[src/rtl/div_unit.sv]
`default_nettype none
// ----------------------------------------------------------------------------
// div_unit : iterative radix-2 restoring divider for RV32M DIV/DIVU/REM/REMU
// Revision : 1.0
// ----------------------------------------------------------------------------
module div_unit #(
    parameter int WIDTH = 32,
    parameter int CNT_W = 6
) (
    input  logic             clk,
    input  logic             clr_n,
    input  logic             start,
    input  logic [2:0]       funct3,
    input  logic [WIDTH-1:0] dividend,
    input  logic [WIDTH-1:0] divisor,
    input  logic [4:0]       rd_in,
    input  logic             flush,
    output logic             busy,
    output logic             stall,
    output logic             done,
    output logic [WIDTH-1:0] result,
    output logic [4:0]       rd_out
);

    typedef enum logic [1:0] {
        IDLE = 2'd0,
        CALC = 2'd1,
        FIX  = 2'd2,
        DONE = 2'd3
    } state_t;

    localparam logic [CNT_W-1:0] LAST_CNT = CNT_W'(WIDTH - 1);
    localparam logic [WIDTH-1:0] MIN_INT  = {1'b1, {(WIDTH-1){1'b0}}};

    state_t           state_q, state_d;
    logic [CNT_W-1:0] cnt_q, cnt_d;
    logic [WIDTH-1:0] quo_q, quo_d;
    logic [WIDTH-1:0] rem_q, rem_d;
    logic [WIDTH-1:0] dvs_q, dvs_d;
    logic [WIDTH-1:0] result_q, result_d;
    logic             qneg_q, qneg_d;
    logic             rneg_q, rneg_d;
    logic             sel_rem_q, sel_rem_d;
    logic [4:0]       rd_lat_q, rd_lat_d;
    logic [4:0]       rd_q, rd_d;

    logic             is_signed, want_rem, a_neg, b_neg;
    logic             div_zero, ovf, special, accept;
    logic [WIDTH-1:0] a_abs, b_abs, special_res;
    logic [WIDTH:0]   rem_sh;
    logic             ge;
    logic [WIDTH-1:0] q_fix, r_fix;

    // Codes outside 100/110/111 behave as DIVU: unsigned, quotient selected.
    assign is_signed   = (funct3 == 3'b100) || (funct3 == 3'b110);
    assign want_rem    = funct3[2] & funct3[1];
    assign a_neg       = is_signed & dividend[WIDTH-1];
    assign b_neg       = is_signed & divisor[WIDTH-1];
    assign a_abs       = a_neg ? (~dividend + 1'b1) : dividend;
    assign b_abs       = b_neg ? (~divisor + 1'b1) : divisor;
    assign div_zero    = (divisor == '0);
    assign ovf         = is_signed && (dividend == MIN_INT) && (divisor == '1);
    assign special     = div_zero | ovf;
    assign special_res = div_zero ? (want_rem ? dividend : '1)
                                  : (want_rem ? '0 : MIN_INT);
    assign accept      = (state_q == IDLE) && start && !flush;

    // Partial remainder is kept one bit wider so the compare never loses the MSB.
    assign rem_sh = {rem_q, quo_q[WIDTH-1]};
    assign ge     = (rem_sh >= {1'b0, dvs_q});
    assign q_fix  = qneg_q ? (~quo_q + 1'b1) : quo_q;
    assign r_fix  = rneg_q ? (~rem_q + 1'b1) : rem_q;

    always_comb begin
        state_d   = state_q;
        cnt_d     = cnt_q;
        quo_d     = quo_q;
        rem_d     = rem_q;
        dvs_d     = dvs_q;
        qneg_d    = qneg_q;
        rneg_d    = rneg_q;
        sel_rem_d = sel_rem_q;
        rd_lat_d  = rd_lat_q;
        result_d  = result_q;
        rd_d      = rd_q;
        unique case (state_q)
            IDLE: begin
                if (accept) begin
                    rd_lat_d  = rd_in;
                    sel_rem_d = want_rem;
                    cnt_d     = '0;
                    if (special) begin
                        result_d = special_res;
                        rd_d     = rd_in;
                        state_d  = DONE;
                    end else begin
                        quo_d   = a_abs;
                        rem_d   = '0;
                        dvs_d   = b_abs;
                        qneg_d  = a_neg ^ b_neg;
                        rneg_d  = a_neg;
                        state_d = CALC;
                    end
                end
            end
            CALC: begin
                if (flush) begin
                    state_d = IDLE;
                end else begin
                    quo_d = {quo_q[WIDTH-2:0], ge};
                    rem_d = ge ? (rem_sh[WIDTH-1:0] - dvs_q) : rem_sh[WIDTH-1:0];
                    cnt_d = cnt_q + 1'b1;
                    if (cnt_q == LAST_CNT) begin
                        state_d = FIX;
                    end
                end
            end
            FIX: begin
                if (flush) begin
                    state_d = IDLE;
                end else begin
                    result_d = sel_rem_q ? r_fix : q_fix;
                    rd_d     = rd_lat_q;
                    state_d  = DONE;
                end
            end
            DONE: begin
                state_d = IDLE;
            end
            default: begin
                state_d = IDLE;
            end
        endcase
    end

    always_ff @(posedge clk or negedge clr_n) begin
        if (!clr_n) begin
            state_q   <= IDLE;
            cnt_q     <= '0;
            quo_q     <= '0;
            rem_q     <= '0;
            dvs_q     <= '0;
            qneg_q    <= 1'b0;
            rneg_q    <= 1'b0;
            sel_rem_q <= 1'b0;
            rd_lat_q  <= '0;
            result_q  <= '0;
            rd_q      <= '0;
        end else begin
            state_q   <= state_d;
            cnt_q     <= cnt_d;
            quo_q     <= quo_d;
            rem_q     <= rem_d;
            dvs_q     <= dvs_d;
            qneg_q    <= qneg_d;
            rneg_q    <= rneg_d;
            sel_rem_q <= sel_rem_d;
            rd_lat_q  <= rd_lat_d;
            result_q  <= result_d;
            rd_q      <= rd_d;
        end
    end

    assign busy   = (state_q != IDLE);
    assign done   = (state_q == DONE);
    assign stall  = (state_q == CALC) || (state_q == FIX) || accept;
    assign result = result_q;
    assign rd_out = rd_q;

endmodule
`default_nettype wire
[config.mk]
export PLATFORM = sky130hd
export DESIGN_NAME = div_unit
export DESIGN_NICKNAME = d
export VERILOG_FILES = /design/src/rtl/div_unit.sv
export SDC_FILE = /design/constraint.sdc
export NUM_CORES = 1
export LEC_CHECK = 0
export CORE_UTILIZATION = 40
export CTS_BUF_LIST = sky130_fd_sc_hd__clkbuf_4 sky130_fd_sc_hd__clkbuf_8
export DETAILED_ROUTE_END_ITERATION = 8
export PLACE_DENSITY = 0.61
export SETUP_SLACK_MARGIN = 0.1
export SLEW_MARGIN = 10
export SYNTH_ARGS = -nofsm -noshare
export SYNTH_HDL_FRONTEND = slang
export SYNTH_SLANG_ARGS = --single-unit
[constraint.sdc]
create_clock -name clk -period 4.35 [get_ports clk]
set_input_delay 0.6525 -clock clk [delete_from_list [all_inputs] [get_ports clk]]
set_output_delay 0.6525 -clock clk [all_outputs]
set_load 0.005 [all_outputs]
==> impl_metrics.json, run 1 <==
{
  "cts_tree": "yes",
  "async_reset_ff_share_pct": 100.0,
  "post_drt_wl_per_cell_um": 17.43,
  "die_h_um": 173.2,
  "synth_xor_area_share_pct": 10.16,
  "avgViaCountPerCell": 5.755,
  "crit_start": "rem_q[17]$_DFFE_PN0P_",
  "synth_seq_area_share_pct": 31.80,
  "tns_ns": 0,
  "final_nets": 1674,
  "rsz0062_at_grt": "false",
  "crit_fanout": 19,
  "num_io_pins": 116,
  "synth_top_area_share_pct": 31.80,
  "vias": 11228,
  "drv_cap": 0,
  "synthTopCellsByArea": "dfrtp_1 32%, o21ai_0 6.2%, a21oi_1 5.7%",
  "timing.rr.start": "rem_q[17]$_DFFE_PN0P_",
  "htreeDepth": 4,
  "vdd_drop_max_v": 0.0003696,
  "critPathKind": "reg -> reg",
  "diodes": 0,
  "io_buffer_count": 115,
  "core_um2": 28780,
  "rrSetupSlack_ns": 0.68,
  "synth_warnings": 0,
  "period_share_pct": 84.46,
  "holdBufCountCts": 0,
  "grt_max_degree": 101,
  "drt_iter0_drc": 846,
  "row_count": 62,
  "track_usage_pct": 22.90,
  "clkTransAtPathRegs_ns": 0.12,
  "synth_compound_area_share_pct": 26.07,
  "tightestPinTransition_ns": 1.046,
  "crit_path_end": "rem_q[20]$_DFFE_PN0P_",
  "hold_class": "in -> async",
  "ys.flop_type": "dfrtp_1",
  "syn2layout_area_growth_pct": 17.03,
  "r2r_end": "rem_q[20]$_DFFE_PN0P_",
  "synth_edf_count": 0,
  "dp_slack_ns": 0.5517,
  "overflow": 0,
  "post_cts_resized": 0,
  "clock-skew-final_ns": 0.02919,
  "synthAdderAreaFrac_pct": 4.760,
  "gp_congestion": 0.8996,
  "cts_buffers": 17,
  "grt_first_pass_wirelength_mm": 55.59,
  "finalSetupViolations": 0,
  "final_max_slew_viol_count": 0,
  "status": "completed",
  "drive_above_1_share_pct": 6.509,
  "drtPass1Iterations": 5,
  "fin_ws_ns": 0.6760,
  "crit_required_ns": 4.66,
  "relSlewSlack_pct": 30.28,
  "reg2reg_depth": 9,
  "power.leakage_nw": 5.744,
  "cts_setup_buffers": 0,
  "syn-mean-instance-area_um2": 7.970,
  "ctsRootBufferMaster": "clkbuf_8",
  "fmax_ghz": 0.2722,
  "synth_top_family_by_area": "compound AO/OA/AOI/OAI gates",
  "crit_path_end_kind": "flip-flop",
  "ys_ff_latch": 149,
  "synth-simple-area-share_pct": 19.83,
  "syn_area_um2": 11720,
  "min_period_ns": 3.674,
  "syn-num-nets": 1591,
  "cts_sinks": 149,
  "muxShareOfSynthArea_pct": 1.964,
  "die_w_um": 173.2,
  "whs_ns": 0.2485,
  "dp_hpwl_mm": 25.47,
  "netlist_instances": 1471,
  "start_util_pct": 40.74,
  "cp-start-kind": "flip-flop",
  "fillCellCount": 2873,
  "synth_top_area_cell": "dfrtp_1",
  "p_per_area_nw_per_um2": 737.6,
  "first_global_vias": 10406,
  "detail_route.wirelength_mm": 34.00,
  "antenna_found_initial": 0,
  "clkLatencyLatePin_ns": 0.49,
  "ys_types": 72,
  "route.detailed.drc": 0,
  "finalHoldViolCount": 0,
  "dieArea_um2": 30000,
  "postRouteAntennaNets": 0,
  "cts_buffer_depth": 2,
  "utilization_pct": 47.67,
  "arrival_ns": 3.98
}
worst min-delay path by stage:
stage                             from                      end  slack, ns  depth (start not counted)
6_report                         clr_n   result[15]$_DFFE_PN0P_       0.25                          1
5_1_grt                          clr_n   result[15]$_DFFE_PN0P_       0.35                          1
4_1_cts                          clr_n   result[15]$_DFFE_PN0P_       0.30                          1
3_5_place_dp   rd_lat_q[3]$_DFFE_PN0P_  rd_lat_q[3]$_DFFE_PN0P_       0.46                          2
3_3_place_gp   rd_lat_q[3]$_DFFE_PN0P_  rd_lat_q[3]$_DFFE_PN0P_       0.46                          2
2_1_floorplan                    clr_n     cnt_q[0]$_DFFE_PN0P_       0.36                          0
through the flow:
step | area (µm²) | total power, mW | instances
5_1_grt | 13720 | 10.98 | 1951
2_1_floorplan | 11720 | 7.191 | 1471
4_1_cts | 13720 | 10.12 | 1951
3_5_place_dp | 13320 | 8.970 | 1919
3_3_place_gp | 13320 | 8.888 | 1919
6_report | 13720 | 10.12 | 1951
metal layers:
metal,global-route usage (%),vias up,wire length [µm]
met5,0,-,0
met4,7.301,0,721
met3,3.496,40,1900
met2,35.45,379,14920
met1,32.67,5305,16460
li1,-,5504,-
state kept, by name (all words and copies together), names as in the netlist:
signal	cells
rneg_q	1
rd_out	5
result	32
rd_lat_q	5
cnt_q	6
state_q	2
dvs_q	32
rem_q	32
quo_q	32
qneg_q	1
sel_rem_q	1
final cells by class:
class	count	area, µm²	share of cell area (%)
timing repair buffer	148	1438	10.48
clock inverter	15	166.4	1.213
multi-input combinational	1162	7388	53.85
inverter	76	285.3	2.079
clock buffer	17	234.0	1.705
tap	384	480.5	3.502
sequential	149	3729	27.17
power by group:
group,switching [mW],internal [mW]
sequential,0.737,1.98
combinational,3.60,2.69
clock,0.640,0.478
total,4.98,5.14
synth_stat cells (4+ instances only):
| cell type | n |
|---|---|
| dfrtp_1 | 149 |
| o211ai_1 | 42 |
| o31ai_1 | 32 |
| o21ai_1 | 4 |
| clkbuf_1 | 71 |
| a32o_1 | 4 |
| ha_1 | 43 |
| a211oi_1 | 13 |
| a21oi_1 | 134 |
| o21ai_0 | 145 |
| mux2i_1 | 14 |
| or4_1 | 19 |
| xnor2_1 | 65 |
| nor3_1 | 30 |
| o221ai_1 | 4 |
| nor4_1 | 10 |
| or2_2 | 5 |
| o21a_1 | 9 |
| or4_4 | 5 |
| nand2_1 | 173 |
| mux2_2 | 7 |
| a31oi_1 | 9 |
| and3_1 | 6 |
| nand4_1 | 38 |
| a211o_1 | 5 |
| inv_1 | 76 |
| xor2_1 | 71 |
| nor2_1 | 94 |
| nand2b_1 | 9 |
| a21o_1 | 27 |
| buf_2 | 6 |
| o21bai_1 | 5 |
| a2111oi_0 | 4 |
| and2_1 | 9 |
| nand3_1 | 26 |
| and4_1 | 5 |
| nor2b_1 | 8 |
| o41ai_1 | 16 |
| or3_1 | 20 |
| buf_4 | 5 |
cells in the final DEF, fill, tap and decap left out, drive strengths merged, types with 9 or more instances in the layout:
cell type      count
nor4              13
clkbuf            17
o211ai            42
a21o              27
clkdlybuf4s50    114
nand3             26
o31ai             34
buf               34
dfrtp            149
nand2            173
xnor2             65
nor3              30
mux2i             14
o41ai             18
a211oi            14
a21oi            134
or3               22
o21ai            149
and2              10
nand2b             9
or4               24
ha                43
inv               82
xor2              71
nor2              96
o21a               9
a31oi              9
nand4             38
worst max-delay path, cell delays in order (launching register included):
cell	delay, ns
dfrtp_1	0.48
ha_1	0.45
a211oi_1	0.28
o21bai_1	0.11
a2111oi_0	0.46
o21bai_1	0.22
a311oi_1	0.42
a211oi_2	0.17
nor2_2	0.68
o221ai_1	0.23
kinds of logic after synthesis:
group / after synthesis
AOI/OAI and AO/OA: 488
and+or+nand+nor: 472
buffers and inverters: 160
DFF: 149
xor gates and xnor gates: 136
adders and majority gates: 44
muxes: 22
Note: power is estimated with default switching activity, not from simulation.
==> inputs of run 2 (changes only) <==
clock period = 3.4 ns   (was 4.35 ns; I/O delays follow)
==> impl_metrics.json, run 2 (same netlist as run 1, synthesis figures left out) <==
{
  "tns_ns": 0,
  "status": "completed",
  "die_h_um": 173.2,
  "hold_class": "in -> async",
  "crit_required_ns": 3.76,
  "period_share_pct": 93.78,
  "timing.rr.start": "quo_q[31]$_DFFE_PN0P_",
  "vias": 11525,
  "critPathKind": "reg -> reg",
  "start_util_pct": 40.74,
  "drv_cap": 0,
  "num_io_pins": 116,
  "p_sw_share_pct": 48.90,
  "p_sw_mw": 6.618,
  "finalSetupViolations": 0,
  "final_max_slew_viol_count": 0,
  "core_um2": 28780,
  "overflow": 0,
  "detail_route.wirelength_mm": 35.33,
  "cts_sinks": 149,
  "avgViaCountPerCell": 5.650,
  "reg2reg_depth": 13,
  "final_nets": 1763,
  "io_buffer_count": 115,
  "row_count": 62,
  "cts_buffer_depth": 2,
  "cts_buffers": 17,
  "drt_iter0_drc": 983,
  "diodes": 0,
  "drive_above_1_share_pct": 12.02,
  "crit_path_end_kind": "flip-flop",
  "htreeDepth": 4,
  "p_per_area_nw_per_um2": 936.3,
  "dp_hpwl_mm": 26.88,
  "seqPwrFrac_pct": 25.4,
  "drtPass1Iterations": 6,
  "internal_power_mw": 6.915,
  "antenna_found_initial": 0,
  "gp_congestion": 0.9271,
  "track_usage_pct": 23.72,
  "fmax_ghz": 0.3136,
  "relSlewSlack_pct": 24.62,
  "holdBufCountCts": 0,
  "dieArea_um2": 30000,
  "finalHoldViolCount": 0,
  "pwr-share-comb_pct": 64.0,
  "clock-skew-final_ns": 0.01636,
  "die_w_um": 173.2,
  "vdd_drop_max_v": 0.0004924,
  "r2r_end": "rem_q[26]$_DFFE_PN0P_",
  "cp-start-kind": "flip-flop",
  "post_drt_wl_per_cell_um": 17.32,
  "arrival_ns": 3.55,
  "power.leakage_nw": 6.200,
  "layout_common_cells": "172 x nand2_1, 147 x dfrtp_1, 145 x o21ai_0",
  "tightestPinTransition_ns": 1.131,
  "clock_power_share_pct": 10.6,
  "crit_fanout": 5,
  "rsz0062_at_grt": "true",
  "clkTransAtPathRegs_ns": 0.10,
  "power.total_mw": 13.53,
  "route.detailed.drc": 0,
  "grt_first_pass_wirelength_mm": 57.38,
  "clkLatencyLatePin_ns": 0.48,
  "grt_max_degree": 93,
  "first_global_vias": 10810,
  "rrSetupSlack_ns": 0.21,
  "min_period_ns": 3.188,
  "final_common_cell": "nand2_1",
  "postRouteAntennaNets": 0,
  "ctsRootBufferMaster": "clkbuf_8",
  "syn2layout_area_growth_pct": 23.29,
  "cts_tree": "yes"
}
[run 2: changes by cell type in the layout (fill, tap and decap cells not counted), sizes merged]
cell    delta
buf       +89
bufinv     -1
clkinv     -2
inv        +3
[run 2: how the worst max path moves through the flow]
stage	startpoint	end	slack, ns	cells after the start
2_1_floorplan	rem_q[17]$_DFFE_PN0P_	rem_q[12]$_DFFE_PN0P_	0.41	11
3_3_place_gp	divisor[0]	rem_q[31]$_DFFE_PN0P_	0.07	13
3_5_place_dp	divisor[0]	rem_q[24]$_DFFE_PN0P_	0.02	13
6_report	quo_q[31]$_DFFE_PN0P_	rem_q[26]$_DFFE_PN0P_	0.21	13
4_1_cts	rem_q[17]$_DFFE_PN0P_	rem_q[22]$_DFFE_PN0P_	0.11	11
5_1_grt	rem_q[17]$_DFFE_PN0P_	rem_q[22]$_DFFE_PN0P_	0.06	11
[run 2: final cells by class]
cell class,count,area (µm²)
Multi-Input combinational cell,1162,7430
Clock buffer,17,234.0
Sequential cell,149,3731
Clock inverter,15,162.7
Fill cell,2782,14330
Tap cell,384,480.5
Timing Repair Buffer,237,2131
Inverter,76,285.3
[run 2: layer usage]
metal / vias to the layer above / wire, µm / track usage (%)
li1: 5687 / - / -
met1: 5442 / 16790 / 32.72
met2: 363 / 16350 / 39.62
met3: 33 / 1762 / 3.144
met4: 0 / 428 / 4.941
met5: - / 0 / 0
[run 2: metrics by stage]
stage,instance area [µm²],cells,util [%],hold slack [ns],setup slack (ns)
CTS,14410,2040,50.07,0.1561,0.1059
global placement,14010,2008,48.69,0.4574,0.06640
global route,14450,2040,50.22,0.1883,0.05708
finish,14450,2040,50.22,0.1231,0.2116
floorplan,11720,1471,-,0.2144,0.4096
detailed placement,14010,2008,48.69,0.4622,0.02358
[run 2: what timing repair did]
item,4_1_cts,5_1_grt
hold endpoints to repair,0,0
buffers inserted,0,0
setup endpoints to repair,0,33
gates resized for setup,0,10
[run 2: power groups by stage]
stage / clock network (mW) / logic, mW / registers [mW]
floorplan: 0 / 6.06 / 3.14
global placement: 0 / 8.43 / 3.41
detailed placement: 0 / 8.52 / 3.45
CTS: 1.45 / 8.57 / 3.41
global route: 1.53 / 9.59 / 3.55
finish: 1.44 / 8.66 / 3.44
[run 2: critical path, stage by stage (launching register included)]
cell,delay (ns)
dfrtp_1,0.43
inv_1,0.15
ha_1,0.22
inv_1,0.07
fa_1,0.40
a21oi_1,0.20
o211ai_1,0.13
a31oi_2,0.27
buf_4,0.18
o211ai_1,0.15
nand4_1,0.15
nor3b_1,0.28
a2111oi_0,0.11
a311o_1,0.31
==> inputs of run 3 (changes only) <==
CTS_BUF_LIST = sky130_fd_sc_hd__clkbuf_4 sky130_fd_sc_hd__clkbuf_8 sky130_fd_sc_hd__clkbuf_16   (was sky130_fd_sc_hd__clkbuf_4 sky130_fd_sc_hd__clkbuf_8)
==> impl_metrics.json, run 3 (same netlist as run 1, synthesis figures left out) <==
{
  "whs_ns": 0.1651,
  "finalHoldViolCount": 0,
  "die_h_um": 173.2,
  "cts_sinks": 149,
  "dp_hpwl_mm": 26.88,
  "fillCellCount": 2755,
  "clock-skew-final_ns": 0.01011,
  "grt_first_pass_wirelength_mm": 57.41,
  "die_w_um": 173.2,
  "dp_slack_ns": 0.02358,
  "critPathKind": "reg -> reg",
  "final_common_cell": "nand2_1",
  "ctsRootBufferMaster": "clkbuf_16",
  "min_period_ns": 3.194,
  "arrival_ns": 3.51,
  "drive_above_1_share_pct": 11.84,
  "route.detailed.drc": 0,
  "antenna_found_initial": 0,
  "num_io_pins": 116,
  "hold_class": "in -> async",
  "relSlewSlack_pct": 23.38,
  "syn2layout_area_growth_pct": 24.76,
  "power.leakage_nw": 6.288,
  "io_buffer_count": 115,
  "power.total_mw": 14.00,
  "reg2reg_depth": 13,
  "holdBufCountCts": 0,
  "drtPass1Iterations": 5,
  "grt_max_degree": 93,
  "core_um2": 28780,
  "clkTransAtPathRegs_ns": 0.07,
  "placedCellCount": 2008,
  "overflow": 0,
  "instances_no_fill": 2040,
  "crit_chain": "inv_1 -> ha_1 -> inv_1 -> fa_1 -> a21oi_1 -> o211ai_1 -> a31oi_2 -> buf_4 -> o211ai_1 -> nand4_1 -> nor3b_1 -> a2111oi_0 -> a311o_1",
  "final_area_um2": 14630,
  "period_share_pct": 93.94,
  "critPathBufInv": 3,
  "tns_ns": 0,
  "cp-start-kind": "flip-flop",
  "final_max_slew_viol_count": 0,
  "worstSetupPathDepth": 13,
  "rsz0062_at_grt": "false",
  "drv_cap": 0,
  "fmax_ghz": 0.3131,
  "start_util_pct": 40.74,
  "gp_congestion": 0.9271,
  "diodes": 0,
  "cts_buffers": 17,
  "avgViaCountPerCell": 5.612,
  "critPathMaxStageDelay_ns": 0.43,
  "vdd_drop_max_v": 0.0004996,
  "fin_ws_ns": 0.2060,
  "postRouteAntennaNets": 0,
  "detail_route.wirelength_mm": 35.31,
  "crit_required_ns": 3.72,
  "first_global_vias": 10812,
  "cpLargestDelayFamily": "compound AO/OA/AOI/OAI gates",
  "dieArea_um2": 30000,
  "cts_tree": "yes",
  "track_usage_pct": 23.81,
  "cts_buffer_depth": 2,
  "clkLatencyLatePin_ns": 0.44,
  "status": "completed",
  "placed_area_um2": 14010,
  "p_per_area_nw_per_um2": 957.0,
  "finalSetupViolations": 0,
  "vias": 11449,
  "slowest_stage": "dfrtp_1",
  "utilization_pct": 50.82,
  "final_nets": 1763,
  "post_drt_wl_per_cell_um": 17.31,
  "drt_iter0_drc": 986,
  "tightestPinTransition_ns": 1.149,
  "layout_common_cells": "172 x nand2_1, 148 x dfrtp_1, 145 x o21ai_0",
  "row_count": 62,
  "crit_fanout": 5,
  "htreeDepth": 4,
  "crit_path_end_kind": "flip-flop"
}
-- run 3: cell counts in the layout (fill, tap and decap cells not counted) --
Identical to the previous run, type by type.
-- run 3: final timing paths --
path	slack [ns]	end	startpoint
worst max-delay path	0.21	rem_q[26]$_DFFE_PN0P_	quo_q[31]$_DFFE_PN0P_
worst min-delay path	0.17	quo_q[8]$_DFFE_PN0P_	clr_n
worst max register to register	0.21	rem_q[26]$_DFFE_PN0P_	quo_q[31]$_DFFE_PN0P_
worst min register to register	0.48	result[21]$_DFFE_PN0P_	result[21]$_DFFE_PN0P_
max in group asynchronous	2.48	cnt_q[0]$_DFFE_PN0P_	clr_n
min in group clk	0.48	result[21]$_DFFE_PN0P_	result[21]$_DFFE_PN0P_
-- run 3: layout make-up --
class	instances	area, µm²	area share, %
flip-flops and latches	149	3730	25.50
inverters	76	285.3	1.950
clock inverters	15	162.7	1.112
well taps	384	480.5	3.285
multi-input cells	1162	7412	50.68
repair buffers	237	2131	14.57
clock buffers	17	425.4	2.908
-- run 3: power by group --
group / internal [mW] / leakage [nW] / switching, mW
logic: 3.81 / 4.09 / 4.83
registers: 2.54 / 1.92 / 0.899
clock network: 0.988 / 0.281 / 0.934
-- run 3: metal layers --
layer / global-route usage (%) / up-vias / wire length, µm
met5: 0 / - / 0
met4: 6.563 / 0 / 599
met3: 3.122 / 36 / 2089
met2: 39.43 / 370 / 16220
met1: 32.56 / 5362 / 16410
li1: - / 5681 / -
-- run 3: repair_timing --
| action | 4_1_cts | 5_1_grt |
|---|---|---|
| resized for setup | 0 | 7 |
| setup endpoints to repair | 0 | 33 |
| buffers inserted | 0 | 0 |
